### src/rtl/bcd_countdown_pkg.sv
// Shared types and constants for the BCD countdown timer and its display decoders.
// Segment patterns are active-low, bit 0 = segment a, bit 6 = segment g.
package bcd_countdown_pkg;

  localparam int BCD_W      = 4;
  localparam int NUM_DIGITS = 4;

  typedef enum logic [1:0] {
    IDLE = 2'd0,
    RUN  = 2'd1,
    DONE = 2'd2
  } state_t;

  localparam logic [6:0] SEG_0     = 7'b1000000;
  localparam logic [6:0] SEG_1     = 7'b1111001;
  localparam logic [6:0] SEG_2     = 7'b0100100;
  localparam logic [6:0] SEG_3     = 7'b0110000;
  localparam logic [6:0] SEG_4     = 7'b0011001;
  localparam logic [6:0] SEG_5     = 7'b0010010;
  localparam logic [6:0] SEG_6     = 7'b0000010;
  localparam logic [6:0] SEG_7     = 7'b1111000;
  localparam logic [6:0] SEG_8     = 7'b0000000;
  localparam logic [6:0] SEG_9     = 7'b0010000;
  localparam logic [6:0] SEG_BLANK = 7'b1111111;

  // Non-decimal nibbles saturate to 9 so the counter never holds A-F.
  function automatic logic [BCD_W-1:0] clamp_digit(input logic [BCD_W-1:0] d);
    return (d > 4'd9) ? 4'd9 : d;
  endfunction

endpackage

### src/rtl/seven_seg_decoder.sv
// Combinational BCD digit to active-low 7-segment decoder.
// Codes A-F display blank; the counter never produces them.
module seven_seg_decoder
  import bcd_countdown_pkg::*;
(
  input  logic [BCD_W-1:0] digit,
  output logic [6:0]       seg
);

  always_comb begin
    seg = SEG_BLANK;
    case (digit)
      4'd0:    seg = SEG_0;
      4'd1:    seg = SEG_1;
      4'd2:    seg = SEG_2;
      4'd3:    seg = SEG_3;
      4'd4:    seg = SEG_4;
      4'd5:    seg = SEG_5;
      4'd6:    seg = SEG_6;
      4'd7:    seg = SEG_7;
      4'd8:    seg = SEG_8;
      4'd9:    seg = SEG_9;
      default: seg = SEG_BLANK;
    endcase
  end

endmodule

### src/rtl/bcd_countdown.sv
// Four-digit BCD down counter with load, pause, optional auto-reload and
// a one-cycle done pulse; drives four 7-segment displays.
module bcd_countdown
  import bcd_countdown_pkg::*;
#(
  parameter int AUTO_RELOAD = 0
)
(
  input  logic        clock,
  input  logic        clear_n,
  input  logic        enable,
  input  logic        load,
  input  logic [15:0] loadval,
  input  logic        tick,
  output logic [15:0] count,
  output logic        zero,
  output logic        done,
  output logic [6:0]  hex0,
  output logic [6:0]  hex1,
  output logic [6:0]  hex2,
  output logic [6:0]  hex3
);

  state_t      state_reg;
  logic [15:0] count_reg;
  logic [15:0] reload_reg;
  logic        done_reg;

  logic [15:0]           count_dec;
  logic [15:0]           load_clamped;
  logic [NUM_DIGITS-1:0] borrow;
  logic [6:0]            hex_seg [NUM_DIGITS];

  // The least significant digit always receives the decrement.
  assign borrow[0] = 1'b1;

  for (genvar gi = 0; gi < NUM_DIGITS; gi++) begin : g_digit
    logic [BCD_W-1:0] dig;

    assign dig = count_reg[gi*BCD_W +: BCD_W];
    assign count_dec[gi*BCD_W +: BCD_W] =
      !borrow[gi]     ? dig :
      (dig == 4'd0)   ? 4'd9 :
                        dig - 4'd1;
    assign load_clamped[gi*BCD_W +: BCD_W] = clamp_digit(loadval[gi*BCD_W +: BCD_W]);

    if (gi < NUM_DIGITS - 1) begin : g_borrow
      assign borrow[gi+1] = borrow[gi] & (dig == 4'd0);
    end

    seven_seg_decoder u_seg (
      .digit (dig),
      .seg   (hex_seg[gi])
    );
  end

  always_ff @(posedge clock) begin
    if (!clear_n) begin
      state_reg  <= IDLE;
      count_reg  <= 16'h0000;
      reload_reg <= 16'h0000;
      done_reg   <= 1'b0;
    end else begin
      done_reg <= 1'b0;
      if (load) begin
        count_reg  <= load_clamped;
        reload_reg <= load_clamped;
        state_reg  <= IDLE;
      end else begin
        case (state_reg)
          IDLE: begin
            if (enable && (count_reg != 16'h0000)) begin
              state_reg <= RUN;
            end
          end
          RUN: begin
            if (!enable) begin
              state_reg <= IDLE;
            end else if (tick) begin
              // Reaching zero expires the count instead of storing 0000 in reload mode.
              if (count_reg == 16'h0001) begin
                done_reg <= 1'b1;
                if (AUTO_RELOAD != 0) begin
                  count_reg <= reload_reg;
                end else begin
                  count_reg <= 16'h0000;
                  state_reg <= DONE;
                end
              end else begin
                count_reg <= count_dec;
              end
            end
          end
          DONE: begin
            if (!enable) begin
              state_reg <= IDLE;
            end
          end
          default: state_reg <= IDLE;
        endcase
      end
    end
  end

  assign count = count_reg;
  assign done  = done_reg;
  assign zero  = (count_reg == 16'h0000);
  assign hex0  = hex_seg[0];
  assign hex1  = hex_seg[1];
  assign hex2  = hex_seg[2];
  assign hex3  = hex_seg[3];

endmodule

### config.mk
export PLATFORM = sky130hd
export DESIGN_NAME = bcd_countdown
export DESIGN_NICKNAME = d
export VERILOG_FILES = /design/src/rtl/bcd_countdown_pkg.sv /design/src/rtl/seven_seg_decoder.sv /design/src/rtl/bcd_countdown.sv
export SDC_FILE = /design/constraint.sdc
export NUM_CORES = 1
export LEC_CHECK = 0
export CAP_MARGIN = 5
export CORE_MARGIN = 4
export CORE_UTILIZATION = 47
export CTS_CLUSTER_DIAMETER = 120
export DETAILED_ROUTE_END_ITERATION = 8
export PLACE_DENSITY = 0.78
export SYNTH_ARGS = -nofsm -noshare
export SYNTH_HDL_FRONTEND = slang
export SYNTH_HIERARCHICAL = 1
export SYNTH_SLANG_ARGS = --single-unit
### constraint.sdc
create_clock -name clock -period 3.03 [get_ports clock]
set_input_delay 0.4545 -clock clock [delete_from_list [all_inputs] [get_ports clock]]
set_output_delay 0.4545 -clock clock [all_outputs]
set_load 0.02 [all_outputs]
==> impl_metrics.py <==
metrics = {
    "power_and_ir_drop": {
        "p_leak_uw": 0.001146,
        "power.internal_uw": 671.4,
        "ir_worst_vdd_v": 0.0002859,
        "p_comb_share_pct": 56.0,
        "power_frac_seq_pct": 27.8,
        "power_uw": 1166,
        "pwr_density_cell_mw_per_mm2": 392.8,
        "p_clk_share_pct": 16.2,
        "p_switching_uw": 494.4,
        "netSwitchingFraction_pct": 42.41,
    },
    "floorplan": {
        "pin_count": 67,
        "die-area_sq_mm": 0.005943,
        "start_util_pct": 50.14,
        "die_height_um": 77.09,
        "core_area_sq_mm": 0.004474,
        "chipWidth_um": 77.09,
        "rows": 24,
    },
    "synthesis": {
        "yosys.area.top_type": "dfxtp_1",
        "yosysSeqAreaShare_pct": 16.95,
        "syn-num-nets": 347,
        "synth_warnings": 6,
        "yosys_most_used_dff": "dfxtp_1",
        "syn_area_per_cell_sq_um": 7.503,
        "synth.distinct_cells": 48,
        "ys_ff_latch": 19,
        "synthTopCellsByArea": "dfxtp_1, ha_1, o21ai_0, a211oi_1, a21oi_1",
        "synth_top_cell_area_share_pct": 16.95,
        "synth_cells": 299,
        "synth-edff-count": 0,
        "async_reset_ff_share_pct": 0,
        "syn_area_sq_mm": 0.002243,
        "ys_top_cells_by_count": "o21ai_0, ha_1, inv_1, nor2_1, a21oi_1",
        "synth_most_common_cell": "o21ai_0",
    },
    "timing": {
        "tns_ps": 0,
        "period_needed_ps": 2774,
        "slew_headroom_pct": 55.94,
        "slew_viol_final": 0,
        "setup-violations-final": 0,
        "rsz0062_at_grt": "false",
        "hold_viol_final": 0,
        "clock_skew_ps": 4.773,
        "fmax_ghz": 0.3605,
        "worstMarginPinSlew_ps": 658.5,
        "min_period_over_period_pct": 91.56,
        "holdWs_ps": 471.4,
    },
    "finish": {
        "multi_input_area_sq_mm": 0.001669,
        "stdcell_area_sq_mm": 0.002968,
        "n_fill_cell": 404,
        "antenna_cells": 0,
        "areaGrowthSynthToFinish_pct": 32.29,
        "largest_reg_flops": 16,
        "final-seq-area_sq_um": 380.4,
        "layout-drive-gt1-share_pct": 6.906,
        "nets": 411,
    },
    "detailed_routing": {
        "drt-initial-drc-count": 147,
        "viasPerCell": 5.662,
        "drt-total-wl_um": 5870,
        "routedWlPerCell_um": 14.18,
        "drc": 0,
        "firstDrtPassIters": 4,
        "ant_nets": 0,
        "vias": 2344,
    },
    "placed_design": {
        "dpl_cell_area_sq_mm": 0.002917,
        "detailed_place_hpwl_um": 4417,
        "io_buffer_count": 66,
        "gp_congestion": 0.8646,
    },
    "worst_setup_path": {
        "crit_type": "reg -> out",
        "max_stage_delay_ps": 620,
        "crit_slowest_cell": "clkdlybuf4s50_1",
        "crit_arrival_ps": 2320,
        "end_kind": "output port",
        "cp_max_fo": 10,
        "critPathLaunchType": "flop",
        "critical_path.cell_chain": "inv_1, ha_1, nor3b_1, nand2_1, nor2_1, clkdlybuf4s50_1",
        "cp.required_ps": 2580,
    },
    "clock_tree": {
        "cts_buffers": 3,
        "postCtsHoldBufs": 0,
        "cts_max_level": 1,
        "cts_setup_buffers": 0,
        "cts_resized": 0,
        "clockBufferDepth": 2,
        "root_buffer": "clkbuf_8",
        "cts_sinks": 19,
        "insertion_delay_ps": 270,
        "clk_pin_slew_ps": 80,
        "tritoncts": "built",
    },
    "global_routing": {
        "grt_overflow_total": 0,
        "grt_pass1_wl_um": 9867,
        "grt_max_degree": 20,
        "grt_pass1_vias": 2207,
        "grt_usage_pct": 19.19,
        "antenna_found_initial": 0,
    },
    "outcome": {
        "outcome": "completed",
    },
    "min_path": {
        "hold_path_class": "reg -> reg",
    },
    "run": {
        "cap_viol_max_count": 0,
    },
}
[cells by family (layout without fill, tap and decap cells)]
family / after synthesis / in the layout / synth area share, %
xor+xnor: 1 / 1 / 0.3905
mux: 1 / 1 / 0.4462
buf+inv: 40 / 103 / 8.867
fa+ha+maj: 27 / 27 / 15.06
compound gates: 108 / 108 / 31.85
simple gates: 103 / 103 / 26.44
flops: 19 / 19 / 16.95
[per-layer routing]
metal	vias up	share of wire, %	GRT usage, %	routed length, um
met5	-	0	0	0
met4	0	1.3	4.626	74
met3	8	4.7	3.747	273
met2	60	49	33.10	2872
met1	1070	45	24.51	2650
li1	1206	-	-	-
[critical path, delay by kind of cell, from the launching register on]
family / cells / cell delay [ps]
buffers and inverters: 2 / 760
adder cells (fa/ha/maj): 1 / 180
AND/OR/NAND/NOR: 3 / 690
flip-flops: 1 / 410
[final timing paths]
check | end | from | slack [ps] | depth (start not counted)
hold / removal | state_reg[0]$_SDFFE_PP0P_ | state_reg[1]$_SDFFE_PP0P_ | 470 | 1
setup reg to reg | count[8]$_SDFFE_PN0P_ | count[4]$_SDFFE_PN0P_ | 430 | 6
hold reg to reg | state_reg[0]$_SDFFE_PP0P_ | state_reg[1]$_SDFFE_PP0P_ | 470 | 1
setup / recovery | zero | count[8]$_SDFFE_PN0P_ | 260 | 6
[cells in the final DEF, fill, tap and decap left out, types with 2 or more instances in the layout]
| cell type | Yosys | final |
|---|---|---|
| a211oi_1 | 15 | 15 |
| or2b_1 | 2 | 2 |
| or2_1 | 4 | 4 |
| a21oi_1 | 22 | 22 |
| nor2_1 | 27 | 27 |
| buf_4 | 0 | 6 |
| o21ba_2 | 4 | 4 |
| o311a_1 | 3 | 3 |
| nor3_4 | 2 | 2 |
| nand3b_1 | 8 | 8 |
| ha_1 | 27 | 27 |
| inv_1 | 27 | 27 |
| clkbuf_8 | 0 | 3 |
| a21o_1 | 2 | 2 |
| a31oi_1 | 8 | 8 |
| o31ai_1 | 8 | 8 |
| clkdlybuf4s50_1 | 0 | 66 |
| dfxtp_1 | 19 | 19 |
| nor3b_1 | 7 | 6 |
| o21ai_0 | 29 | 29 |
| a2111oi_1 | 2 | 2 |
| or3b_2 | 2 | 2 |
| nor3_1 | 6 | 6 |
| nand2_1 | 21 | 21 |
| a21oi_2 | 2 | 2 |
| a22oi_1 | 4 | 4 |
| nand2b_1 | 14 | 14 |
[area by class of cell]
class	count	share of cell area, %
timing repair buffer	72	23.78
tap	52	2.192
multi-input combinational	240	56.24
inverter	27	3.415
sequential	19	12.82
clock inverter	1	0.1686
clock buffer	3	1.391
[power groups by stage]
stage	Combinational (uW)	Clock [uW]	Sequential, uW
after floorplan	391	0	335
after global placement	645	0	327
after detailed placement	651	0	328
after CTS	655	193	323
after global routing	709	204	332
final	653	189	324
[stage by stage]
| stage | cells | setup slack [ps] | utilization, % |
|---|---|---|---|
| final | 414 | 255.7 | 66.33 |
| after global routing | 414 | 73.39 | 66.33 |
| after CTS | 414 | 160.2 | 66.22 |
| after detailed placement | 410 | 467.7 | 65.18 |
| after global placement | 410 | 539.9 | 65.18 |
| after floorplan | 299 | 698.0 | - |
Note: power is estimated with default switching activity, not from simulation.
